$ cat src/rtl/psx_device_port.sv
// PSX controller-port device responder: byte shift engine plus ACK pulse timer.
// DATA/ACK are open-drain, so both outputs are pull-low enables.
`timescale 1ns/1ps
module psx_device_port #(
  parameter int unsigned ACK_DELAY = 100,
  parameter int unsigned ACK_WIDTH = 50,
  parameter logic [7:0]  IDLE_BYTE = 8'hFF
) (
  input  logic       clk,
  input  logic       reset,
  input  logic       psx_att_n,
  input  logic       psx_clk,
  input  logic       psx_cmd,
  output logic       psx_dat_oe,
  output logic       psx_ack_oe,
  input  logic [7:0] tx_data,
  input  logic       tx_valid,
  input  logic       tx_ack,
  output logic       tx_ready,
  output logic [7:0] rx_data,
  output logic       rx_strobe,
  output logic       selected
);

  typedef enum logic [1:0] {
    ACK_IDLE,
    ACK_WAIT,
    ACK_PULSE
  } ack_st_e;

  localparam logic [15:0] DLY_LAST = 16'(ACK_DELAY - 1);
  localparam logic [15:0] WID_LAST = 16'(ACK_WIDTH - 1);

  logic        clk_prev_q;
  logic [2:0]  bit_cnt_q;
  logic [7:0]  tx_sr_q;
  logic [7:0]  rx_sr_q;
  logic        ack_req_q;
  ack_st_e     ack_st_q;
  logic [15:0] ack_cnt_q;
  logic        dat_oe_q;
  logic        ack_oe_q;
  logic        tx_ready_q;
  logic        rx_strobe_q;
  logic [7:0]  rx_data_q;
  logic        selected_q;

  logic       fall;
  logic       rise;
  logic       last_bit;
  logic [7:0] ld_byte;

  assign fall     = clk_prev_q & ~psx_clk;
  assign rise     = ~clk_prev_q & psx_clk;
  assign last_bit = (bit_cnt_q == 3'd7);
  assign ld_byte  = tx_valid ? tx_data : IDLE_BYTE;

  always_ff @(posedge clk or posedge reset) begin
    if (reset) begin
      clk_prev_q  <= 1'b1;
      bit_cnt_q   <= 3'd0;
      tx_sr_q     <= 8'h00;
      rx_sr_q     <= 8'h00;
      ack_req_q   <= 1'b0;
      ack_st_q    <= ACK_IDLE;
      ack_cnt_q   <= 16'd0;
      dat_oe_q    <= 1'b0;
      ack_oe_q    <= 1'b0;
      tx_ready_q  <= 1'b0;
      rx_strobe_q <= 1'b0;
      rx_data_q   <= 8'h00;
      selected_q  <= 1'b0;
    end else begin
      clk_prev_q  <= psx_clk;
      selected_q  <= ~psx_att_n;
      tx_ready_q  <= 1'b0;
      rx_strobe_q <= 1'b0;
      if (psx_att_n) begin
        bit_cnt_q <= 3'd0;
        ack_req_q <= 1'b0;
        ack_st_q  <= ACK_IDLE;
        dat_oe_q  <= 1'b0;
        ack_oe_q  <= 1'b0;
      end else begin
        if (fall) begin
          if (bit_cnt_q == 3'd0) begin
            tx_sr_q    <= ld_byte;
            ack_req_q  <= tx_valid & tx_ack;
            tx_ready_q <= tx_valid;
            dat_oe_q   <= ~ld_byte[0];
          end else begin
            dat_oe_q <= ~tx_sr_q[bit_cnt_q];
          end
        end
        if (rise) begin
          rx_sr_q[bit_cnt_q] <= psx_cmd;
          bit_cnt_q          <= bit_cnt_q + 3'd1;
          if (last_bit) begin
            rx_data_q   <= {psx_cmd, rx_sr_q[6:0]};
            rx_strobe_q <= 1'b1;
          end
        end
        unique case (ack_st_q)
          ACK_IDLE: begin
            if (rise && last_bit && ack_req_q) begin
              ack_st_q  <= ACK_WAIT;
              ack_cnt_q <= 16'd0;
            end
          end
          ACK_WAIT: begin
            // console already clocking the next byte: ACK no longer wanted
            if (fall) begin
              ack_st_q <= ACK_IDLE;
            end else if (ack_cnt_q == DLY_LAST) begin
              ack_st_q  <= ACK_PULSE;
              ack_cnt_q <= 16'd0;
              ack_oe_q  <= 1'b1;
            end else begin
              ack_cnt_q <= ack_cnt_q + 16'd1;
            end
          end
          ACK_PULSE: begin
            if (ack_cnt_q == WID_LAST) begin
              ack_st_q <= ACK_IDLE;
              ack_oe_q <= 1'b0;
            end else begin
              ack_cnt_q <= ack_cnt_q + 16'd1;
            end
          end
          default: ack_st_q <= ACK_IDLE;
        endcase
      end
    end
  end

  assign psx_dat_oe = dat_oe_q;
  assign psx_ack_oe = ack_oe_q;
  assign tx_ready   = tx_ready_q;
  assign rx_strobe  = rx_strobe_q;
  assign rx_data    = rx_data_q;
  assign selected   = selected_q;

endmodule

$ cat config.mk
export PLATFORM = sky130hd
export DESIGN_NAME = psx_device_port
export DESIGN_NICKNAME = d
export VERILOG_FILES = /design/src/rtl/psx_device_port.sv
export SDC_FILE = /design/constraint.sdc
export NUM_CORES = 1
export LEC_CHECK = 0
export CORE_ASPECT_RATIO = 0.5
export CORE_UTILIZATION = 59
export CTS_BUF_LIST = sky130_fd_sc_hd__clkbuf_4 sky130_fd_sc_hd__clkbuf_8
export CTS_CLUSTER_SIZE = 30
export DETAILED_ROUTE_END_ITERATION = 10
export PLACE_DENSITY = 0.88
export SYNTH_ARGS = -nofsm -noshare
export SYNTH_HDL_FRONTEND = slang
export SYNTH_SLANG_ARGS = --single-unit
$ cat constraint.sdc
create_clock -name clk -period 2.4 [get_ports clk]
set_clock_uncertainty 0.05 [all_clocks]
set_input_delay 0.72 -clock clk [delete_from_list [all_inputs] [get_ports clk]]
set_output_delay 0.72 -clock clk [all_outputs]
set_load 0.05 [all_outputs]
==> run metrics <==
clock sinks=a little over 50; Root Buffer=clkbuf_8; pin count of the biggest net entering global routing=36; Pint=around 1.2 mW; Via-to-Cell Ratio=about 6.0; critical path endpoint category=flop; Register-to-Register Setup Slack=0.17 ns; fin crit period=about 2.3 ns; slowest cell delay on critical path=0.50 ns; Post-Layout Inst Area=3230 µm²; Max Clk Rate=around 430 MHz; Yosys Warn Count=0; H-Tree Depth=2; die width=97.3 µm; reg-to-reg startpoint=bit_cnt_q[0]; Crit path max-delay family=compound AO/OA/AOI/OAI gates; Die Footprint=~4800 µm²; cell depth of the worst setup path=7; Clock Latency Late Sink=around 0.31 ns; Setup WS post-layout=between 0.05 and 0.06 ns; I/O pin count=28; status=finished, final reports clean; Sw Ratio=around a quarter; fin. max-slew vios=0; CP Cell Sequence=clkdlybuf4s50_1 > nand4b_1 > a2111oi_4 > buf_4 > o21ai_2 > a31o_1 > a21o_1; Period Utilization, post-route=97.6%; post-synth top area share=about 47%; initial antenna violation count=0; Mapped Cells=roughly 260; dpl ws=-0.315 ns; Buf/Inv on CP=2; global route overflow=0; number of flops mapped to enable cells by yosys=0; Worst Setup EP=ack_cnt_q[10]; post-layout util=between 70% and 80%; Fillers=~260; asr flop ratio synth=100%; r2r worst-path depth=8; total power=1.63 mW; worst hold margin=approximately 0.46 ns; DRC viols=0; Clock transition at path regs=about 0.1 ns; Area growth syn-to-layout=20.4%; Netlist cell types=between 50 and 60; clock power share=roughly a third; flops & latches, synth=51; Seq/Total Area, Yosys=a little under half; final hold violations=0; switching power=approximately 0.43 mW; Area contributors post-synth=dfrtp_1, mux2_2, ha_1; CP arrival=~2.5 ns; CTS buffer count=5; pwr dens=roughly 500 nW/µm²; Crit Path Category=input port to flop; Mapped Nets=approximately 280; Syn Std Cell Area=~2700 µm²; first-iteration detailed-routing DRC count=110; area of the multi-input gates=1270 µm²; drt wl/cell=between 15 and 20 µm; worst setup path start=psx_clk; core area=around 4100 µm²; combinational power share=between 10% and 20%; Slew headroom=a little under two thirds; VDD IR max=around 0.36 mV; worst min-delay path category=flop to flop; vias in the first global route=2143; antenna-violating nets left=0; hold buffers post-CTS=0; antenna cells=0; Final GP Congestion=between 0.8 and 0.9; Cell Area, Placed=around 3100 µm²; nets=around 320; Max FO, Critical Path=12; fraction of power consumed by sequential logic=a little under three fifths; via count=approximately 2100; predominant post-synthesis flop cell=dfrtp_1; # rows=16; Synth area leader=dfrtp_1; slowest stage cell, crit path=clkdlybuf4s50_1; DRT Pass-1 Iters=4; sequential cell area=around 1300 µm²; actual slew at the worst max-slew pin=0.547 ns; total track usage=about a quarter; r2r endpoint=ack_cnt_q[10]; required time worst endpoint=roughly 2.6 ns; Pleak=around 1.5 nW; CP startpoint kind=input port; fraction of layout cells with a size suffix above 1=between 10% and 20%; Die H=slightly below 50 µm; Max-Cap Viols=0; Post-CTS Setup Bufs=0; Setup Viol. Count Final=0; starting density of the core=about two thirds; clk buf depth=2; port bufs=27; Total Routed Length=a little under 6000 µm; RSZ-0062 raised after global routing=yes; CTS tree=built; global-route wire length before repair=roughly 9800 µm; Post-DP HPWL=between 4000 and 5000 µm; Syn Area/Cell=10.5 µm²
cells in the mapped netlist (3+ instances only):
library cell	number
o21ai_0	3
ha_1	8
nor2_1	21
a31oi_1	12
a21oi_1	5
a31o_1	6
mux2i_1	4
nand4_1	6
inv_1	21
a211oi_1	3
and2_1	5
a21o_1	3
nand2_1	16
nor3_1	3
nand2b_1	3
and3_1	7
clkbuf_1	5
nand3_1	7
nor4_1	4
buf_2	3
nor2b_1	4
o21ai_1	5
mux2_2	15
dfrtp_1	50
a22o_1	3
worst min-delay path by stage:
| stage | startpoint | to | cells after the start |
|---|---|---|---|
| after floorplan | rx_sr_q[6] | rx_sr_q[6] | 1 |
| after detailed placement | rx_sr_q[6] | rx_data[6] | 1 |
| final | rx_sr_q[6] | rx_data[6] | 1 |
| after CTS | rx_sr_q[6] | rx_data[6] | 1 |
| after global placement | rx_sr_q[3] | rx_data[3] | 1 |
| after global routing | rx_sr_q[3] | rx_data[3] | 1 |
stage by stage:
| step | std cells | setup TNS (ns) |
|---|---|---|
| final | 353 | 0 |
| after global routing | 353 | -0.000213 |
| after CTS | 353 | 0 |
| after detailed placement | 345 | -5.13 |
| after global placement | 345 | -3.29 |
| after floorplan | 255 | 0 |
area by class of cell:
type                       count  share of cell area (%)
clock buffer                   5                    2.13
clock inverter                 3                   0.697
inverter                      21                    2.44
multi-input combinational    172                    39.3
sequential                    51                    39.6
tap                           54                    2.09
timing repair buffer          47                    13.8
worst register-to-register path, delay by kind of cell, from the launching register on:
kind | cells | cell delay [ns]
adders and majority gates | 2 | 0.37
and+or+nand+nor | 1 | 0.18
DFF | 1 | 0.42
buffers and inverters | 1 | 0.18
AOI/OAI and AO/OA | 4 | 0.93
layer usage:
layer	GRT usage (%)	part of all wire [%]	up-vias
li1	-	-	998
met1	32.0	44	1060
met2	47.2	51	56
met3	5.11	3.5	13
met4	9.80	1.5	0
met5	0	0	-
placed cells by master (no fill, tap or decap), types with 4 or more instances in the layout:
cell type and count:
and3_1 7, a31oi_1 12, nor2_1 21, buf_4 18
clkdlybuf4s50_1 27, ha_1 8, a31o_1 6, clkbuf_8 5
inv_1 20, o21ai_1 5, mux2_2 15, mux2i_1 4
dfrtp_1 50, and2_1 5, nand4_1 6, nor4_1 4
nand3_1 7, a21oi_1 5, nor2b_1 4, nand2_1 16
state kept, by name, indices dropped and copies added (netlist names):
register,flops
tx_ready,1
ack_req_q,1
rx_strobe,1
psx_dat_oe,1
ack_st_q,2
rx_data,8
tx_sr_q,8
psx_ack_oe,1
ack_cnt_q,16
selected,1
clk_prev_q,1
bit_cnt_q,3
rx_sr_q,7
power by group through the flow:
| stage | Combinational (mW) | Sequential (mW) | Clock [mW] |
|---|---|---|---|
| final | 0.172 | 0.932 | 0.524 |
| after global routing | 0.191 | 0.938 | 0.572 |
| after floorplan | 0.0962 | 0.949 | 0 |
| after global placement | 0.161 | 0.944 | 0 |
| after detailed placement | 0.174 | 0.948 | 0 |
| after CTS | 0.174 | 0.931 | 0.529 |
cell families after synthesis:
family                     count (synthesis)  synth area share (%)
buffers and inverters                     32                  5.04
and+or+nand+nor                           91                  19.3
adders and majority gates                  8                  3.73
AOI/OAI and AO/OA                         48                  13.5
DFF                                       51                  47.6
muxes                                     21                  9.47
xor gates and xnor gates                   4                  1.31
timing repair:
item	CTS	global route
gates resized for setup	0	0
setup endpoints to repair	2	7
pin swaps	1	1
Power figures use the tool's default switching activity.
